--- src/rtl/button_conditioner.sv ---
// Purpose : synchronise, debounce and edge-detect N_BTN active-low push buttons, with optional auto-repeat.
// Latency : a clean raw edge yields its registered pulse 2+DB_CYC rising CLK edges later.
// Backpress: none; pulses are single-cycle strobes with no ready handshake, consumers must sample every cycle.
//
// Ports:
//   CLK          system clock, all logic on the rising edge
//   RESETN       asynchronous active-low reset
//   BTN_RAW      raw button pins, active-low, asynchronous to CLK
//   BTN_LEVEL    debounced level, active-low, registered
//   BTN_PRESS    1-cycle pulse per accepted press
//   BTN_RELEASE  1-cycle pulse per accepted release
//   BTN_STROBE   1-cycle pulse on press and on each auto-repeat
//   ANY_PRESS    OR of BTN_PRESS in the same cycle
//
// Build option: define BTN_AUTO_REPEAT_EN to build the auto-repeat counters.
// Without it BTN_STROBE equals BTN_PRESS and the RPT_* parameters only feed
// the parameter sanity check.
module button_conditioner #(
  parameter int N_BTN       = 8,
  parameter int DB_CYC      = 20000,
  parameter int RPT_DLY_CYC = 500000,
  parameter int RPT_PER_CYC = 100000
) (
  input  logic             CLK,
  input  logic             RESETN,
  input  logic [N_BTN-1:0] BTN_RAW,
  output logic [N_BTN-1:0] BTN_LEVEL,
  output logic [N_BTN-1:0] BTN_PRESS,
  output logic [N_BTN-1:0] BTN_RELEASE,
  output logic [N_BTN-1:0] BTN_STROBE,
  output logic             ANY_PRESS
);

  if (N_BTN < 1 || DB_CYC < 1 || RPT_DLY_CYC < 1 || RPT_PER_CYC < 1) begin : g_bad_param
    $error("button_conditioner: N_BTN, DB_CYC, RPT_DLY_CYC and RPT_PER_CYC must all be >= 1");
  end

  localparam int DW = $clog2(DB_CYC + 1);
  // Last count value seen in a wait state before the transition is accepted.
  localparam logic [DW-1:0] DB_LAST = DW'(DB_CYC - 1);
  localparam logic [DW-1:0] DB_ONE  = DW'(1);

  typedef enum logic [1:0] {
    ST_IDLE         = 2'd0,
    ST_PRESS_WAIT   = 2'd1,
    ST_HELD         = 2'd2,
    ST_RELEASE_WAIT = 2'd3
  } state_e;

  logic [N_BTN-1:0] sync1_q, sync1_d;
  logic [N_BTN-1:0] sync2_q, sync2_d;
  state_e           state_q [N_BTN];
  state_e           state_d [N_BTN];
  logic [DW-1:0]    dcnt_q  [N_BTN];
  logic [DW-1:0]    dcnt_d  [N_BTN];
  logic [N_BTN-1:0] level_q, level_d;
  logic [N_BTN-1:0] press_q, press_d;
  logic [N_BTN-1:0] release_q, release_d;

`ifdef BTN_AUTO_REPEAT_EN
  // When the period exceeds the initial delay, DLY-PER would go negative.
  // Shifting the start value, target and reload by the same offset keeps the
  // reload non-negative; with PER <= DLY the offset is 0 and rcnt starts at 0,
  // fires on reaching RPT_DLY_CYC and reloads to RPT_DLY_CYC-RPT_PER_CYC.
  localparam int RPT_OFS = (RPT_PER_CYC > RPT_DLY_CYC) ? (RPT_PER_CYC - RPT_DLY_CYC) : 0;
  localparam int RPT_TGT = RPT_DLY_CYC + RPT_OFS;
  localparam int RW      = $clog2(RPT_TGT + 1);
  localparam logic [RW-1:0] R_START = RW'(RPT_OFS);
  localparam logic [RW-1:0] R_TGT   = RW'(RPT_TGT);
  localparam logic [RW-1:0] R_RLD   = RW'(RPT_TGT - RPT_PER_CYC);

  logic [RW-1:0]    rcnt_q [N_BTN];
  logic [RW-1:0]    rcnt_d [N_BTN];
  logic [N_BTN-1:0] strobe_q, strobe_d;
  logic [RW-1:0]    rcnt_inc;
`endif

  always_comb begin
    sync1_d = BTN_RAW;
    sync2_d = sync1_q;
  end

  always_comb begin
    level_d   = level_q;
    press_d   = '0;
    release_d = '0;
`ifdef BTN_AUTO_REPEAT_EN
    strobe_d  = '0;
    rcnt_inc  = '0;
`endif
    for (int i = 0; i < N_BTN; i++) begin
      state_d[i] = state_q[i];
      dcnt_d[i]  = dcnt_q[i];
`ifdef BTN_AUTO_REPEAT_EN
      rcnt_d[i]  = rcnt_q[i];
`endif
      case (state_q[i])
        ST_IDLE: begin
          if (!sync2_q[i]) begin
            if (DB_CYC == 1) begin
              state_d[i] = ST_HELD;
              level_d[i] = 1'b0;
              press_d[i] = 1'b1;
`ifdef BTN_AUTO_REPEAT_EN
              rcnt_d[i]  = R_START;
`endif
            end else begin
              state_d[i] = ST_PRESS_WAIT;
              dcnt_d[i]  = DB_ONE;
            end
          end
        end
        ST_PRESS_WAIT: begin
          if (sync2_q[i]) begin
            state_d[i] = ST_IDLE;
            dcnt_d[i]  = '0;
          end else if (dcnt_q[i] == DB_LAST) begin
            state_d[i] = ST_HELD;
            dcnt_d[i]  = '0;
            level_d[i] = 1'b0;
            press_d[i] = 1'b1;
`ifdef BTN_AUTO_REPEAT_EN
            rcnt_d[i]  = R_START;
`endif
          end else begin
            dcnt_d[i] = dcnt_q[i] + DB_ONE;
          end
        end
        ST_HELD: begin
          if (sync2_q[i]) begin
            if (DB_CYC == 1) begin
              state_d[i]   = ST_IDLE;
              level_d[i]   = 1'b1;
              release_d[i] = 1'b1;
            end else begin
              state_d[i] = ST_RELEASE_WAIT;
              dcnt_d[i]  = DB_ONE;
            end
          end
`ifdef BTN_AUTO_REPEAT_EN
          else begin
            // Repeats only fire while staying in HELD, never on the press edge.
            rcnt_inc = rcnt_q[i] + RW'(1);
            if (rcnt_inc == R_TGT) begin
              strobe_d[i] = 1'b1;
              rcnt_d[i]   = R_RLD;
            end else begin
              rcnt_d[i] = rcnt_inc;
            end
          end
`endif
        end
        ST_RELEASE_WAIT: begin
          // Bounce back to HELD keeps rcnt so repeat timing just pauses.
          if (!sync2_q[i]) begin
            state_d[i] = ST_HELD;
            dcnt_d[i]  = '0;
          end else if (dcnt_q[i] == DB_LAST) begin
            state_d[i]   = ST_IDLE;
            dcnt_d[i]    = '0;
            level_d[i]   = 1'b1;
            release_d[i] = 1'b1;
          end else begin
            dcnt_d[i] = dcnt_q[i] + DB_ONE;
          end
        end
        default: begin
          state_d[i] = ST_IDLE;
          dcnt_d[i]  = '0;
        end
      endcase
    end
`ifdef BTN_AUTO_REPEAT_EN
    strobe_d = strobe_d | press_d;
`endif
  end

  always_ff @(posedge CLK or negedge RESETN) begin
    if (!RESETN) begin
      sync1_q   <= '1;
      sync2_q   <= '1;
      level_q   <= '1;
      press_q   <= '0;
      release_q <= '0;
      for (int i = 0; i < N_BTN; i++) begin
        state_q[i] <= ST_IDLE;
        dcnt_q[i]  <= '0;
      end
    end else begin
      sync1_q   <= sync1_d;
      sync2_q   <= sync2_d;
      level_q   <= level_d;
      press_q   <= press_d;
      release_q <= release_d;
      for (int i = 0; i < N_BTN; i++) begin
        state_q[i] <= state_d[i];
        dcnt_q[i]  <= dcnt_d[i];
      end
    end
  end

`ifdef BTN_AUTO_REPEAT_EN
  always_ff @(posedge CLK or negedge RESETN) begin
    if (!RESETN) begin
      strobe_q <= '0;
      for (int i = 0; i < N_BTN; i++) begin
        rcnt_q[i] <= '0;
      end
    end else begin
      strobe_q <= strobe_d;
      for (int i = 0; i < N_BTN; i++) begin
        rcnt_q[i] <= rcnt_d[i];
      end
    end
  end

  assign BTN_STROBE = strobe_q;
`else
  assign BTN_STROBE = press_q;
`endif

  assign BTN_LEVEL   = level_q;
  assign BTN_PRESS   = press_q;
  assign BTN_RELEASE = release_q;
  assign ANY_PRESS   = |press_q;

endmodule

--- config.mk ---
export PLATFORM = sky130hd
export DESIGN_NAME = button_conditioner
export DESIGN_NICKNAME = d
export VERILOG_FILES = /design/src/rtl/button_conditioner.sv
export SDC_FILE = /design/constraint.sdc
export NUM_CORES = 1
export LEC_CHECK = 0
export ABC_AREA = 0
export ABC_CLOCK_PERIOD_IN_PS = 5800
export BUFFER_PORTS_ARGS = -buffer_cell sky130_fd_sc_hd__buf_2
export CAP_MARGIN = 20
export CORE_AREA = 2 2 180 182
export DETAILED_ROUTE_END_ITERATION = 16
export DIE_AREA = 0 0 182 184
export HOLD_SLACK_MARGIN = 0.15
export PLACE_DENSITY = 0.45
export SLEW_MARGIN = 25
export SYNTH_ARGS = -nofsm -noshare
export SYNTH_HDL_FRONTEND = slang
export SYNTH_SLANG_ARGS = --single-unit
export TNS_END_PERCENT = 100
--- constraint.sdc ---
create_clock -name CLK -period 5.8 [get_ports CLK]
set_clock_uncertainty 0.05 [all_clocks]
set_input_delay 0 -clock CLK [delete_from_list [all_inputs] [get_ports CLK]]
set_output_delay 0 -clock CLK [all_outputs]
set_load 0.02 [all_outputs]
Word-level counts from Yosys, hierarchy flattened:

Cells that the tools add are included.

* bits in registers: 176
* latch bits: 0
* bits in writable memories: 0
* ROM bits: 0
* input bits: 10
* memories: 0

* add/sub/neg operators: 8
* $mul: 0
* divide/modulo/power cells: 0
* magnitude comparators: 0
* equality and inequality tests: 96
* shift-type cells: 0
* multiplexer cells: 184
* bitwise logic cells: 0
* reductions and logical operators: 41

Operators by type and width (count)
* 2-to-1 mux 15 bit: 40
* one-hot mux 15 bit (4 select lines): 8
* adder 15 x 1 -> 15 bit (second input constant): 8
* == test 15 bit (second input constant): 8
* 2-to-1 mux 2 bit: 48
* != test 2 bit (second input constant): 48
* 2-to-1 mux 1 bit: 72
* one-hot mux 2 bit (4 select lines): 8
* != test 3 bit (second input constant): 16
* AND reduction 5 bit: 8
* == test 2 bit (second input constant): 16
* AND reduction 4 bit: 8
* == test 2 x 1 -> 1 bit (second input constant): 8
* zero test 2 bit: 8
* one-hot mux 1 bit (2 select lines): 8
* AND reduction 2 bit: 8
* nonzero test 2 bit: 8
* OR reduction 8 bit: 1

Depth between registers and ports, before layout:

* depth after elaboration: 4
* mapped depth: 7

Worst setup path after synthesis:

OpenSTA, ideal clock, no wires.

* kind: reg2reg
* start: register dcnt_q[117] in the netlist's numbering
* end: register dcnt_q[108] in the netlist's numbering
* data arrival time: 1.866 ns
* required time: 5.626 ns
* path slack: 3.760 ns
* cell stages (with the launch flop): 7
* cell sequence: dfrtp_1 or4b_4 or4_1 buf_2 buf_6 a31oi_1 o21bai_1

* longest elaborated chain between the ends: 4
* elaborated cells between the ends (all ways): 5
* those cells by class: 1 x eq/ne; 4 x mux

RTL lines
* start, declared: RTL line 54 `logic [DW-1:0] dcnt_q [N_BTN];`
* start signal, assigned by index: RTL line 197 `dcnt_q[i] <= dcnt_d[i];`
* == test 15 bit *: RTL line 117, 158
* 2-to-1 mux 15 bit *: RTL line 117, 158
* 2-to-1 mux 15 bit (on tied branches): RTL line 155, 114
* one-hot mux 15 bit (4 select lines) *: RTL line 97 `case (state_q[i])`

Mark *: on every way between the ends. The rest lies on a longest branch, timed or not.
A chain may end at the register's enable or synchronous reset.

Worst setup path after layout:

* start: register dcnt_q[7] in the netlist's numbering
* end: register dcnt_q[14] in the netlist's numbering

* longest elaborated chain between the ends: 4
* elaborated cells between the ends (all ways): 6
* those cells by class: 1 x add/sub; 1 x eq/ne; 4 x mux

RTL lines (RTL line)
* adder 15 x 1 -> 15 bit / == test 15 bit (equally long branches)
* 2-to-1 mux 15 bit *: 117, 158
* 2-to-1 mux 15 bit (on tied branches): 155, 114
* one-hot mux 15 bit (4 select lines) *: 97

Marked as above.

==> out/qor.yml <==
yosysTopAreaCell: "dfrtp_1"
core_um2: 31390
syn-cell-area_um2: 9349
synth-main-ff-cell: "dfrtp_1"
placed_cells: 1356
worstSetupStartpointType: "register"
p_seq_share_pct: 46.3
worstSetupEndpointType: "register"
htree_levels: 4
crit_path_max_incr_delay_ps: 690
gp_congestion: 0.7634
ant_nets: 0
leakage_nw: 4.166
clockPowerShare_pct: 38.3
switching_share_pct: 31.06
dp_hpwl_um: 14560
total_power_mw: 3.207
antenna_cells: 0
fillers: 3226
layout_min_cycle_time_ps: 2501
crit_fanout: 15
cts_tree: "done"
die_w_um: 182
final_max_slew_viol_count: 0
setup_viol: 0
critPathKind: "reg2reg"
p_per_area_nw_per_um2: 301.8
drc: 0
period_share_pct: 43.12
routed-via-count: 7665
hold_class: "in2async"
synth_most_common_cell: "dfrtp_1"
nets: 1008
ir_drop_uv: 212.1
avgRoutedWirePerCell_um: 15.86
synth_common_cells: "152 x dfrtp_1, 74 x nand2_1, 43 x nor2_1, 43 x nor4_1"
drt_pass1_iterations: 4
setup_tns_ps: 0
ys_types: 63
worst_slew_pin_slew_ps: 901.3
grt_pass1_wl_um: 37320
status: "finished, final reports clean"
die_y_um: 184
rows: 65
synth_warnings: 0
post_cts_buffers: 0
port_buffers: 42
p_comb_share_pct: 15.4
gr-total-overflow: 0
cp_cell_sequence: "or4_1 > nor4_4 > buf_4 > or2_2 > o311ai_0"
wirelength_um: 22280
cts.clk_slew.worst_paths_ps: 70
power.switching_mw: 0.9960
io_pins: 43
synth_top_area_share_pct: 40.69
synth-seq-area-share_pct: 47.43
synth.net_count: 986
synth-edff-count: 0
rsz0062_at_grt: "no"
drtIter0Drc: 624
cp_num_buf_inv: 1
cp_data_arrival_time_ps: 2740
relSlewSlack_pct: 39.69
grt_pass1_vias: 7296
drive_gt1_share_pct: 11.57
final-hold-violation-count: 0
grt_start_max_net_pins: 84
syn2layout_area_growth_pct: 13.65
routed_via_density: 5.456
syn_avg_cell_area_um2: 9.658
cap_violations: 0
synthCells: 968
cts-root-buf: "clkbuf_16"
synthTopCellsByArea: "dfrtp_1 41%, dfstp_2 6.7%, nand2_1 3.0%"
synthArstFlopShare_pct: 100.0
critical-path-slowest-cell: "nor4_4"
cp.required_ps: 6040
insertion_delay_ps: 440
max_freq_ghz: 0.3999
cts_buffer_depth: 2
antenna_found_initial: 0
final_cells: 1405
clock_sinks: 176
intPower_mw: 2.211
crit_family: "simple AND/OR/NAND/NOR gates"
cts_made_buffers: 17
start_util_pct: 29.78
dieArea_um2: 33490
timing.hold.ws_ps: 115.3
ys_ff_latch: 176
grtUsageTotal_pct: 13.61
## power groups by stage
stage | Clock (mW) | Combinational, mW | Sequential, mW
floorplan | 0 | 0.379 | 1.46
global placement | 0 | 0.492 | 1.51
detailed placement | 0 | 0.487 | 1.50
CTS | 1.28 | 0.498 | 1.48
global route | 1.33 | 0.557 | 1.51
finish | 1.23 | 0.494 | 1.48
## layout by cell type (no fill, tap or decap), types with 9 or more instances in the layout
| cell type | netlist | final |
|---|---|---|
| dfrtp_1 | 152 | 152 |
| nand2_1 | 74 | 74 |
| nor2_1 | 43 | 43 |
| nor4_1 | 43 | 42 |
| nand3_1 | 42 | 42 |
| buf_2 | 10 | 41 |
| a31oi_1 | 40 | 40 |
| nor3_1 | 34 | 34 |
| nand4_1 | 33 | 33 |
| o21a_1 | 33 | 33 |
| inv_1 | 32 | 32 |
| o21ai_0 | 32 | 32 |
| a21oi_1 | 29 | 29 |
| dfstp_2 | 24 | 24 |
| o311ai_0 | 22 | 22 |
| and3_1 | 20 | 20 |
| or3_1 | 20 | 20 |
| clkbuf_16 | 0 | 17 |
| dlygate4sd3_1 | 0 | 17 |
| xor2_1 | 16 | 16 |
| or4_1 | 15 | 15 |
| nor3b_1 | 15 | 15 |
| and4_1 | 14 | 14 |
| and2_1 | 13 | 13 |
| o22a_1 | 13 | 13 |
| o31ai_1 | 12 | 12 |
| xnor2_1 | 9 | 9 |
| a22o_1 | 9 | 9 |
## flip-flops by register name (all words and copies together) (netlist names), named ones only
register,flops
dcnt_q,120
BTN_LEVEL,8
BTN_PRESS,8
BTN_RELEASE,8
state_q,8
sync1_q,8
sync2_q,8
## cell families after synthesis
family          Yosys count  synth area share (%)
fa+ha+maj                 8                 1.071
xor+xnor                 25                 2.342
compound gates          255                 19.51
flops                   176                 47.43
buf+inv                  94                 4.350
mux                       3                0.3212
simple gates            407                 24.97
## per-layer routing
metal	wire (µm)	vias up	track usage, %
met5	0	-	0
met4	383	0	4.323
met3	556	18	2.793
met2	10110	104	21.79
met1	11230	3758	18.48
li1	-	3785	-
## stage by stage
stage	utilization, %	instance area (µm²)	setup slack [ps]
after floorplan	-	9349	3760
after global placement	31.31	9828	3111
after detailed placement	31.33	9836	3307
after CTS	33.85	10630	3289
after global routing	33.85	10630	3080
final	33.85	10630	3299
## what timing repair did
item,in CTS,in global routing
resized for setup,0,0
endpoints found under the hold margin,89,0
hold buffers,17,0
## cell type report
class | count | area (µm²) | area share, %
clock buffers | 19 | 442.9 | 4.169
clock inverters | 13 | 176.4 | 1.660
inverters | 32 | 120.1 | 1.130
multi-input cells | 698 | 4514 | 42.49
flip-flops and latches | 176 | 4434 | 41.73
well taps | 402 | 503.0 | 4.734
repair buffers | 65 | 434.2 | 4.086
## final timing paths
path,startpoint,endpoint,slack [ps],cells after the start
hold / removal,RESETN,dcnt_q[88]$_DFFE_PN0P_,120,2
setup / recovery,dcnt_q[7]$_DFFE_PN0P_,dcnt_q[14]$_DFFE_PN0P_,3300,5
setup reg to reg,dcnt_q[7]$_DFFE_PN0P_,dcnt_q[14]$_DFFE_PN0P_,3300,5
min in group CLK,sync1_q[5]$_DFF_PN1_,sync2_q[5]$_DFF_PN1_,310,0
hold reg to reg,sync1_q[5]$_DFF_PN1_,sync2_q[5]$_DFF_PN1_,310,0
max in group asynchronous,RESETN,dcnt_q[4]$_DFFE_PN0P_,4450,3
(Power assumes the default switching activity.)
